==> src/rtl/crono_pkg.sv <==
// Shared types and constants for the countdown engine.
// State encoding, edit field codes and field limits.
package crono_pkg;

    typedef enum logic [1:0] {
        IDLE  = 2'd0,
        RUN   = 2'd1,
        ALARM = 2'd2
    } state_t;

    localparam logic [1:0] SEL_NONE = 2'd0;
    localparam logic [1:0] SEL_MIN  = 2'd1;
    localparam logic [1:0] SEL_SEG  = 2'd2;
    localparam logic [1:0] SEL_HR   = 2'd3;

    localparam int SEG_MAX = 59;
    localparam int MIN_MAX = 59;

endpackage

==> src/rtl/crono_campo.sv <==
// One modulo time field: wrap-around increment, saturating edit
// decrement, and a borrowing countdown decrement.
module crono_campo #(
    parameter int W   = 6,
    parameter int MAX = 59
) (
    input  logic         clk,
    input  logic         rst,
    input  logic         inc,
    input  logic         dec,
    input  logic         borrow_in,
    output logic [W-1:0] value,
    output logic         borrow_out
);

    localparam logic [W-1:0] TOP = W'(MAX);

    logic [W-1:0] next;

    always_comb begin
        next = value;
        if (inc)
            next = (value == TOP) ? '0 : value + W'(1);
        else if (dec)
            next = (value == '0) ? '0 : value - W'(1);
        else if (borrow_in)
            next = (value == '0) ? TOP : value - W'(1);
    end

    // A countdown step through zero asks the next field up to give one.
    assign borrow_out = borrow_in && (value == '0);

    always_ff @(posedge clk) begin
        if (rst)
            value <= '0;
        else
            value <= next;
    end

endmodule

==> src/rtl/crono_regresivo.sv <==
// Countdown timer: hh:mm:ss edited per field in IDLE, decremented
// once per tick in RUN, alarm held for a bounded number of ticks.
module crono_regresivo
    import crono_pkg::*;
#(
    parameter int HR_MAX      = 23,
    parameter int ALARM_TICKS = 10
) (
    input  logic       clk,
    input  logic       rst,
    input  logic       tick_1hz,
    input  logic [1:0] EN,
    input  logic       aumento,
    input  logic       disminuye,
    input  logic       start,
    input  logic       stop,
    output logic [4:0] crono_hr,
    output logic [5:0] crono_min,
    output logic [5:0] crono_seg,
    output logic       corriendo,
    output logic       alarma
);

    localparam int CW = $clog2(ALARM_TICKS + 1);
    localparam logic [CW-1:0] ULTIMO = CW'(ALARM_TICKS - 1);

    state_t        estado, estado_sig;
    logic [CW-1:0] cnt, cnt_sig;

    logic editar, sube, baja, tick_dec;
    logic es_cero, es_uno;
    logic seg_borrow, min_borrow, hr_borrow_unused;

    assign editar   = (estado == IDLE);
    assign sube     = editar && aumento;
    assign baja     = editar && !aumento && disminuye;
    assign tick_dec = (estado == RUN) && tick_1hz && !stop;

    assign es_cero = (crono_hr == '0) && (crono_min == '0)
                  && (crono_seg == '0);
    assign es_uno  = (crono_hr == '0) && (crono_min == '0)
                  && (crono_seg == 6'd1);

    crono_campo #(.W(6), .MAX(SEG_MAX)) u_seg (
        .clk        (clk),
        .rst        (rst),
        .inc        (sube && (EN == SEL_SEG)),
        .dec        (baja && (EN == SEL_SEG)),
        .borrow_in  (tick_dec),
        .value      (crono_seg),
        .borrow_out (seg_borrow)
    );

    crono_campo #(.W(6), .MAX(MIN_MAX)) u_min (
        .clk        (clk),
        .rst        (rst),
        .inc        (sube && (EN == SEL_MIN)),
        .dec        (baja && (EN == SEL_MIN)),
        .borrow_in  (seg_borrow),
        .value      (crono_min),
        .borrow_out (min_borrow)
    );

    // The hour field never underflows: RUN leaves at 00:00:01.
    crono_campo #(.W(5), .MAX(HR_MAX)) u_hr (
        .clk        (clk),
        .rst        (rst),
        .inc        (sube && (EN == SEL_HR)),
        .dec        (baja && (EN == SEL_HR)),
        .borrow_in  (min_borrow),
        .value      (crono_hr),
        .borrow_out (hr_borrow_unused)
    );

    always_comb begin
        estado_sig = estado;
        cnt_sig    = '0;
        case (estado)
            IDLE: begin
                if (start && !stop && !es_cero)
                    estado_sig = RUN;
            end
            RUN: begin
                if (stop)
                    estado_sig = IDLE;
                else if (tick_dec && es_uno)
                    estado_sig = ALARM;
            end
            ALARM: begin
                cnt_sig = cnt;
                if (stop)
                    estado_sig = IDLE;
                else if (tick_1hz) begin
                    if (cnt == ULTIMO)
                        estado_sig = IDLE;
                    else
                        cnt_sig = cnt + CW'(1);
                end
            end
            default: estado_sig = IDLE;
        endcase
        if (estado_sig != ALARM)
            cnt_sig = '0;
    end

    always_ff @(posedge clk) begin
        if (rst) begin
            estado    <= IDLE;
            cnt       <= '0;
            corriendo <= 1'b0;
            alarma    <= 1'b0;
        end else begin
            estado    <= estado_sig;
            cnt       <= cnt_sig;
            corriendo <= (estado_sig == RUN);
            alarma    <= (estado_sig == ALARM);
        end
    end

endmodule

==> config.mk <==
export PLATFORM = sky130hd
export DESIGN_NAME = crono_regresivo
export DESIGN_NICKNAME = d
export VERILOG_FILES = /design/src/rtl/crono_pkg.sv /design/src/rtl/crono_campo.sv /design/src/rtl/crono_regresivo.sv
export SDC_FILE = /design/constraint.sdc
export NUM_CORES = 1
export LEC_CHECK = 0
export BUFFER_PORTS_ARGS = -buffer_cell sky130_fd_sc_hd__clkbuf_2
export CORE_MARGIN = 10
export CORE_UTILIZATION = 30
export CTS_CLUSTER_SIZE = 20
export DETAILED_ROUTE_END_ITERATION = 16
export PLACE_DENSITY_LB_ADDON = 0.1
export SYNTH_ARGS = -nofsm -noshare
export SYNTH_HDL_FRONTEND = slang
export SYNTH_SLANG_ARGS = --single-unit
==> constraint.sdc <==
create_clock -name clk -period 2.2 [get_ports clk]
set_input_delay 0.55 -clock clk [delete_from_list [all_inputs] [get_ports clk]]
set_output_delay 0.55 -clock clk [all_outputs]
set_load 0.01 [all_outputs]
==> results of run 1 <==
final timing paths:
kind,slack (ns),start,cells past startpoint,to
worst max register to register,0.08,u_hr.value[1]$_SDFFE_PP0P_,7,cnt[1]$_SDFFE_PP0P_
worst min register to register,0.54,cnt[3]$_SDFFE_PP0P_,2,cnt[3]$_SDFFE_PP0P_
worst max-delay path,0.08,u_hr.value[1]$_SDFFE_PP0P_,7,cnt[1]$_SDFFE_PP0P_
worst min-delay path,0.48,stop,2,estado[0]$_SDFF_PP0_
synthesized netlist by cell type (5+ instances only):
cell type	n
nor2_1	30
dfxtp_1	25
nand2_1	21
o21ai_0	17
nand3_1	15
a21oi_1	14
ha_1	12
nor3_1	12
inv_1	9
clkbuf_1	7
a211oi_1	6
a311oi_1	5
a31oi_1	5
through the flow:
stage	area (um^2)	cells	util (%)	setup TNS (ns)	worst slack, ns
2_1_floorplan	1990	256	-	0	0.155
3_3_place_gp	2300	370	36.1	0	0.0276
3_5_place_dp	2300	370	36.1	0	0.0241
4_1_cts	2350	374	36.9	0	0.00651
5_1_grt	2370	374	37.2	-0.0213	-0.0213
6_report	2370	374	37.2	0	0.0836
power groups by stage:
stage	registers, mW	clock network (mW)	logic (mW)
after floorplan	0.530	0	0.334
after global placement	0.516	0	0.503
after detailed placement	0.515	0	0.500
after CTS	0.505	0.320	0.503
after global routing	0.511	0.334	0.580
final	0.506	0.304	0.512
cell type report:
type                       instances  area, um^2
tap                               77        96.3
multi-input combinational        207        1370
inverter                           9        33.8
clock inverter                     1        8.76
sequential                        25         502
clock buffer                       3        41.3
fill                             669        4010
timing repair buffer              52         323
sequential cells by signal, indices dropped and copies added (netlist names):
name,count
alarma,1
cnt,4
u_min.value,6
corriendo,1
u_hr.value,5
u_seg.value,6
estado,2
cells by family after synthesis:
kind of cell | after synthesis
and+or+nand+nor | 115
AOI/OAI and AO/OA | 71
DFF | 25
buffers and inverters | 24
adders and majority gates | 12
xor gates and xnor gates | 6
muxes | 3
layer usage:
layer,GRT usage [%],wire length [um],vias to the layer above
met1,15.4,2710,932
met5,0,0,-
met2,17.0,2470,40
met4,2.89,36,0
li1,-,-,1027
met3,2.45,296,4
timing repair:
action / 4_1_cts / 5_1_grt
hold buffers: 0 / 0
endpoints found under the setup margin: 0 / 8
gates resized for setup: 0 / 7
==> flow_summary.toml, run 1 <==
[run_status]
status = "complete, no violations"

[pwr]
power_frac_seq_pct = 38.3
switching_share_pct = 36.6
p_clk_share_pct = 23.0
p_per_area_nw_per_um2 = 557
vdd_drop_max_mv = 0.239
combPwrFrac_pct = 38.7
finalPower_mw = 1.32
p_leak_nw = 0.951
p_sw_mw = 0.484
internal_power_mw = 0.838

[finish]
area_growth_pct = 19.1
final_cell_mix = "nor2_1, clkbuf_2, buf_4"
antenna_cells = 0
nets = 319
final_common_cell = "nor2_1"
layout-drive-gt1-share_pct = 25.3

[clock_network]
cts_setup_buffers = 0
cts_buffers = 3
cts.sinks = 25
clockBufferDepth = 2
cts_tree = "built"
clk_pin_slew_worst_paths_ns = 0.10
htreeDepth = 1
clk_latency_ns = 0.28
cts-root-buf = "clkbuf_8"

[logic_synthesis]
syn-num-nets = 277
yosysTopAreaCell = "dfxtp_1"
syn-cell-area_um2 = 1990
yosysUniqueCellTypes = 61
avgSynthCellArea_um2 = 7.79
synthSimpleGateAreaFrac_pct = 32.0
synth-xor-area-share_pct = 2.64
synth.area.top_cells = "dfxtp_1, ha_1, nor2_1"
synth-edff-count = 0
syn_inst = 256
synth_warnings = 0
ys_ff_latch = 25
synth_top_area_share_pct = 25.1
synthAdderAreaFrac_pct = 7.53
synthMuxAreaShare_pct = 1.57
yosysSeqAreaShare_pct = 25.1
synth_top_family_by_area = "simple AND/OR/NAND/NOR gates"
async_reset_ff_share_pct = 0
synthFlopType = "dfxtp_1"
synth_compound_area_share_pct = 24.0

[floorplan]
start_util_pct = 31.2
die_y_um = 102
fp-row-count = 29
die_width_um = 102
die_area_um2 = 10300
boundaryPins = 28
core_um2 = 6390

[run]
cap_violations = 0

[global_routing]
grt_pass1_vias = 1944
antenna_found_initial = 0
grt_max_degree = 17
grtUsageTotal_pct = 11.2
grt_first_pass_wirelength_um = 9640
gr-total-overflow = 0

[route]
drt_iter0_markers = 89
postRouteAntennaNets = 0
first_pass_iters = 4
vias_per_cell = 5.36
wl_um = 5510
vias = 2003
detail_route.wl_per_cell_um = 14.7
drc = 0

[sta]
rsz0062_at_grt = "yes"
slew_viol_final = 0
period_minus_slack_ns = 2.12
fin_crit_sh_pct = 96.2
holdWs_ns = 0.484
tightest_slew_ns = 0.713
hold_violations = 0
finalSetupViolations = 0
finClkSkew_ns = 0.00282
max_freq_mhz = 472
relSlewSlack_pct = 52.0

[critical_path]
cp_num_buf_inv = 1
critPathArrivalTime_ns = 2.33
setup.worst_path.start_class = "flop"
path_class = "flop to flop"
cp_slowest_stage_delay_ns = 0.51
crit_family = "simple AND/OR/NAND/NOR gates"
critPathCaptureType = "flop"
cp_slowest_cell = "or4b_4"
cp_max_fo = 6
crit_chain = "inv_1 > ha_2 > or4b_4 > nor3_4 > a41oi_2 > or3_4 > a211oi_2"
critPathRequiredTime_ns = 2.41

[place]
dp_hpwl_um = 4250
port_buffers = 27
gp_congestion = 0.754

[worst_hold_path]
min_path_type = "input port to flop"
No activity file was read; power rests on OpenSTA's default activity.
==> inputs of run 2 (changes only) <==
--- a/config.mk
+++ b/config.mk
@@ -5,9 +5,10 @@
 export SDC_FILE = /design/constraint.sdc
 export NUM_CORES = 1
 export LEC_CHECK = 0
+export ABC_AREA = 1
 export BUFFER_PORTS_ARGS = -buffer_cell sky130_fd_sc_hd__clkbuf_2
 export CORE_MARGIN = 10
-export CORE_UTILIZATION = 30
+export CORE_UTILIZATION = 50
 export CTS_CLUSTER_SIZE = 20
 export DETAILED_ROUTE_END_ITERATION = 16
 export PLACE_DENSITY_LB_ADDON = 0.1
==> run 2 against run 1 <==
  * First-iteration DRC count rose by 33%
  * Critical path depth fell by 6
  * Global-route usage rose by 2.3 points
  * Flip-flop and latch count did not move
  * Non-clock buffer count fell by 23
  * Worst setup slack improved by 0.50 ns
  * Largest power group is now sequential cells
==> flow_summary.toml, run 2 <==
[logic_synthesis]
synth_most_common_cell = "nand2_1"
async_reset_ff_share_pct = 0
synth-edff-count = 0
synth_top_area_share_pct = 24.5
synth.area.top_cells = "dfxtp_1, nand2_1, nor2_1"
synthFlopType = "dfxtp_1"
avgSynthCellArea_um2 = 6.26
syn-num-nets = 348
yosysSeqAreaShare_pct = 24.5
ys_ff_latch = 25
synth_common_cells = "nand2_1, nor2_1, inv_1, nand3_1, o21ai_0"
yosysUniqueCellTypes = 24
yosysTopAreaCell = "dfxtp_1"
synth_warnings = 0
syn_inst = 327
syn-cell-area_um2 = 2050

[route]
first_pass_iters = 5
vias_per_cell = 4.99
drc = 0
postRouteAntennaNets = 0
drt_iter0_markers = 118
vias = 2011
wl_um = 4600
detail_route.wl_per_cell_um = 11.4

[clock_network]
clk_pin_slew_worst_paths_ns = 0.08
cts_resized = 0
postCtsHoldBufs = 0
cts_buffers = 3
cts_tree = "built"
clk_latency_ns = 0.27
clockBufferDepth = 2
htreeDepth = 1
cts.sinks = 25
cts-root-buf = "clkbuf_8"
cts_setup_buffers = 0

[pwr]
switching_share_pct = 38.8
p_sw_mw = 0.506
p_leak_nw = 1.12
vdd_drop_max_mv = 0.345
power_frac_seq_pct = 41.3
p_per_area_nw_per_um2 = 582
p_clk_share_pct = 20.7
internal_power_mw = 0.800
combPwrFrac_pct = 38.0

[critical_path]
setup.worst_path.start_class = "flop"
cp_num_buf_inv = 1
path_class = "flop to primary output"
cp_slowest_stage_delay_ns = 0.59
cp_slowest_cell = "dfxtp_1"
critPathCaptureType = "primary output"
crit_family = "flip-flops"
critPathRequiredTime_ns = 1.65
crit_chain = "clkbuf_2"
cp.depth = 1
reg2reg_depth = 8
critPathArrivalTime_ns = 1.07
cp_max_fo = 10

[sta]
tightest_slew_ns = 0.463
hold_violations = 0
finClkSkew_ns = 0.00175
rsz0062_at_grt = "no"
max_freq_mhz = 618
slew_viol_final = 0
tns_ns = 0
fin_crit_sh_pct = 73.6
period_minus_slack_ns = 1.62
finalSetupViolations = 0
relSlewSlack_pct = 69.1

[floorplan]
start_util_pct = 51.5
core_um2 = 3970
die_y_um = 84.0
fp-row-count = 23
boundaryPins = 28
die_area_um2 = 7050
die_width_um = 84.0

[global_routing]
gr-total-overflow = 0
grt_first_pass_wirelength_um = 8400
grt_pass1_vias = 1897
grt_max_degree = 19
grtUsageTotal_pct = 13.5
antenna_found_initial = 0

[place]
dp_hpwl_um = 3640
port_buffers = 27
placed_cells = 399
placed_area_um2 = 2200
gp_congestion = 0.800

[worst_hold_path]
min_path_cells = 2
min_path_type = "input port to flop"

[finish]
layout-drive-gt1-share_pct = 13.6
final_cell_area_um2 = 2240
finish.utilization_pct = 56.5
final_cell_mix = "nand2_1, nor2_1, inv_1"
nets = 375
reg.largest.list = "u_min.value: 6 flops, u_seg.value: 6 flops, u_hr.value: 5 flops"
antenna_cells = 0
final_common_cell = "nand2_1"
area_growth_pct = 9.60
instances_no_fill = 403
fillers = 418

[run_status]
status = "complete, no violations"

[run]
cap_violations = 0
## run 2: cell types whose count changed after synthesis, sizes merged, moves of 4 or more
cell | before | now
o21ai | 18 | 35
nor2 | 30 | 56
inv | 9 | 45
nor3b | 4 | 0
a311oi | 5 | 0
xor2 | 3 | 11
nand3 | 15 | 36
nor3 | 14 | 2
nand2 | 21 | 71
a211oi | 7 | 0
clkbuf | 9 | 1
a31oi | 5 | 0
## run 2: path summary, 6_finish.rpt
| kind | end | from | slack (ns) |
|---|---|---|---|
| worst max-delay path | crono_seg[2] | u_seg.value[2]$_SDFFE_PP0P_ | 0.58 |
| worst min-delay path | estado[0]$_SDFF_PP0_ | rst | 0.49 |
| worst max register to register | cnt[2]$_SDFFE_PP0P_ | u_hr.value[0]$_SDFFE_PP0P_ | 0.63 |
| worst min register to register | cnt[3]$_SDFFE_PP0P_ | cnt[3]$_SDFFE_PP0P_ | 0.57 |
## run 2: power groups by stage
| stage | logic, mW | clock network (mW) | registers, mW |
|---|---|---|---|
| after global placement | 0.492 | 0 | 0.551 |
| after floorplan | 0.389 | 0 | 0.542 |
| after CTS | 0.501 | 0.279 | 0.540 |
| after detailed placement | 0.498 | 0 | 0.551 |
| final | 0.496 | 0.270 | 0.539 |
| after global routing | 0.578 | 0.297 | 0.549 |
## run 2: per-stage QoR
stage	hold slack [ns]	power, mW	setup slack (ns)
2_1_floorplan	0.516	0.931	0.661
6_report	0.495	1.31	0.582
5_1_grt	0.494	1.42	0.348
3_3_place_gp	0.548	1.04	0.518
3_5_place_dp	0.548	1.05	0.486
4_1_cts	0.495	1.32	0.569
## run 2: final cells by class
class	count	area, um^2	area share, %
Multi-Input combinational cell	250	1320	58.6
Timing Repair Buffer	29	150	6.70
Inverter	45	169	7.53
Tap cell	50	62.6	2.79
Sequential cell	25	500	22.3
Clock buffer	4	45.0	2.01
## run 2: kinds of logic after synthesis
family                   share of synthesized area [%]
XOR/XNOR                                          5.99
adder cells (fa/ha/maj)                           7.34
flip-flops                                        24.5
AND/OR/NAND/NOR                                   37.1
AO/OA/AOI/OAI                                     13.9
buffers and inverters                             11.3
## run 2: layer usage
metal	vias to the layer above	track usage [%]	routed length (um)
met3	4	3.42	172
li1	1101	-	-
met1	885	15.5	2160
met4	0	3.50	38
met2	21	23.9	2230
met5	-	0	0
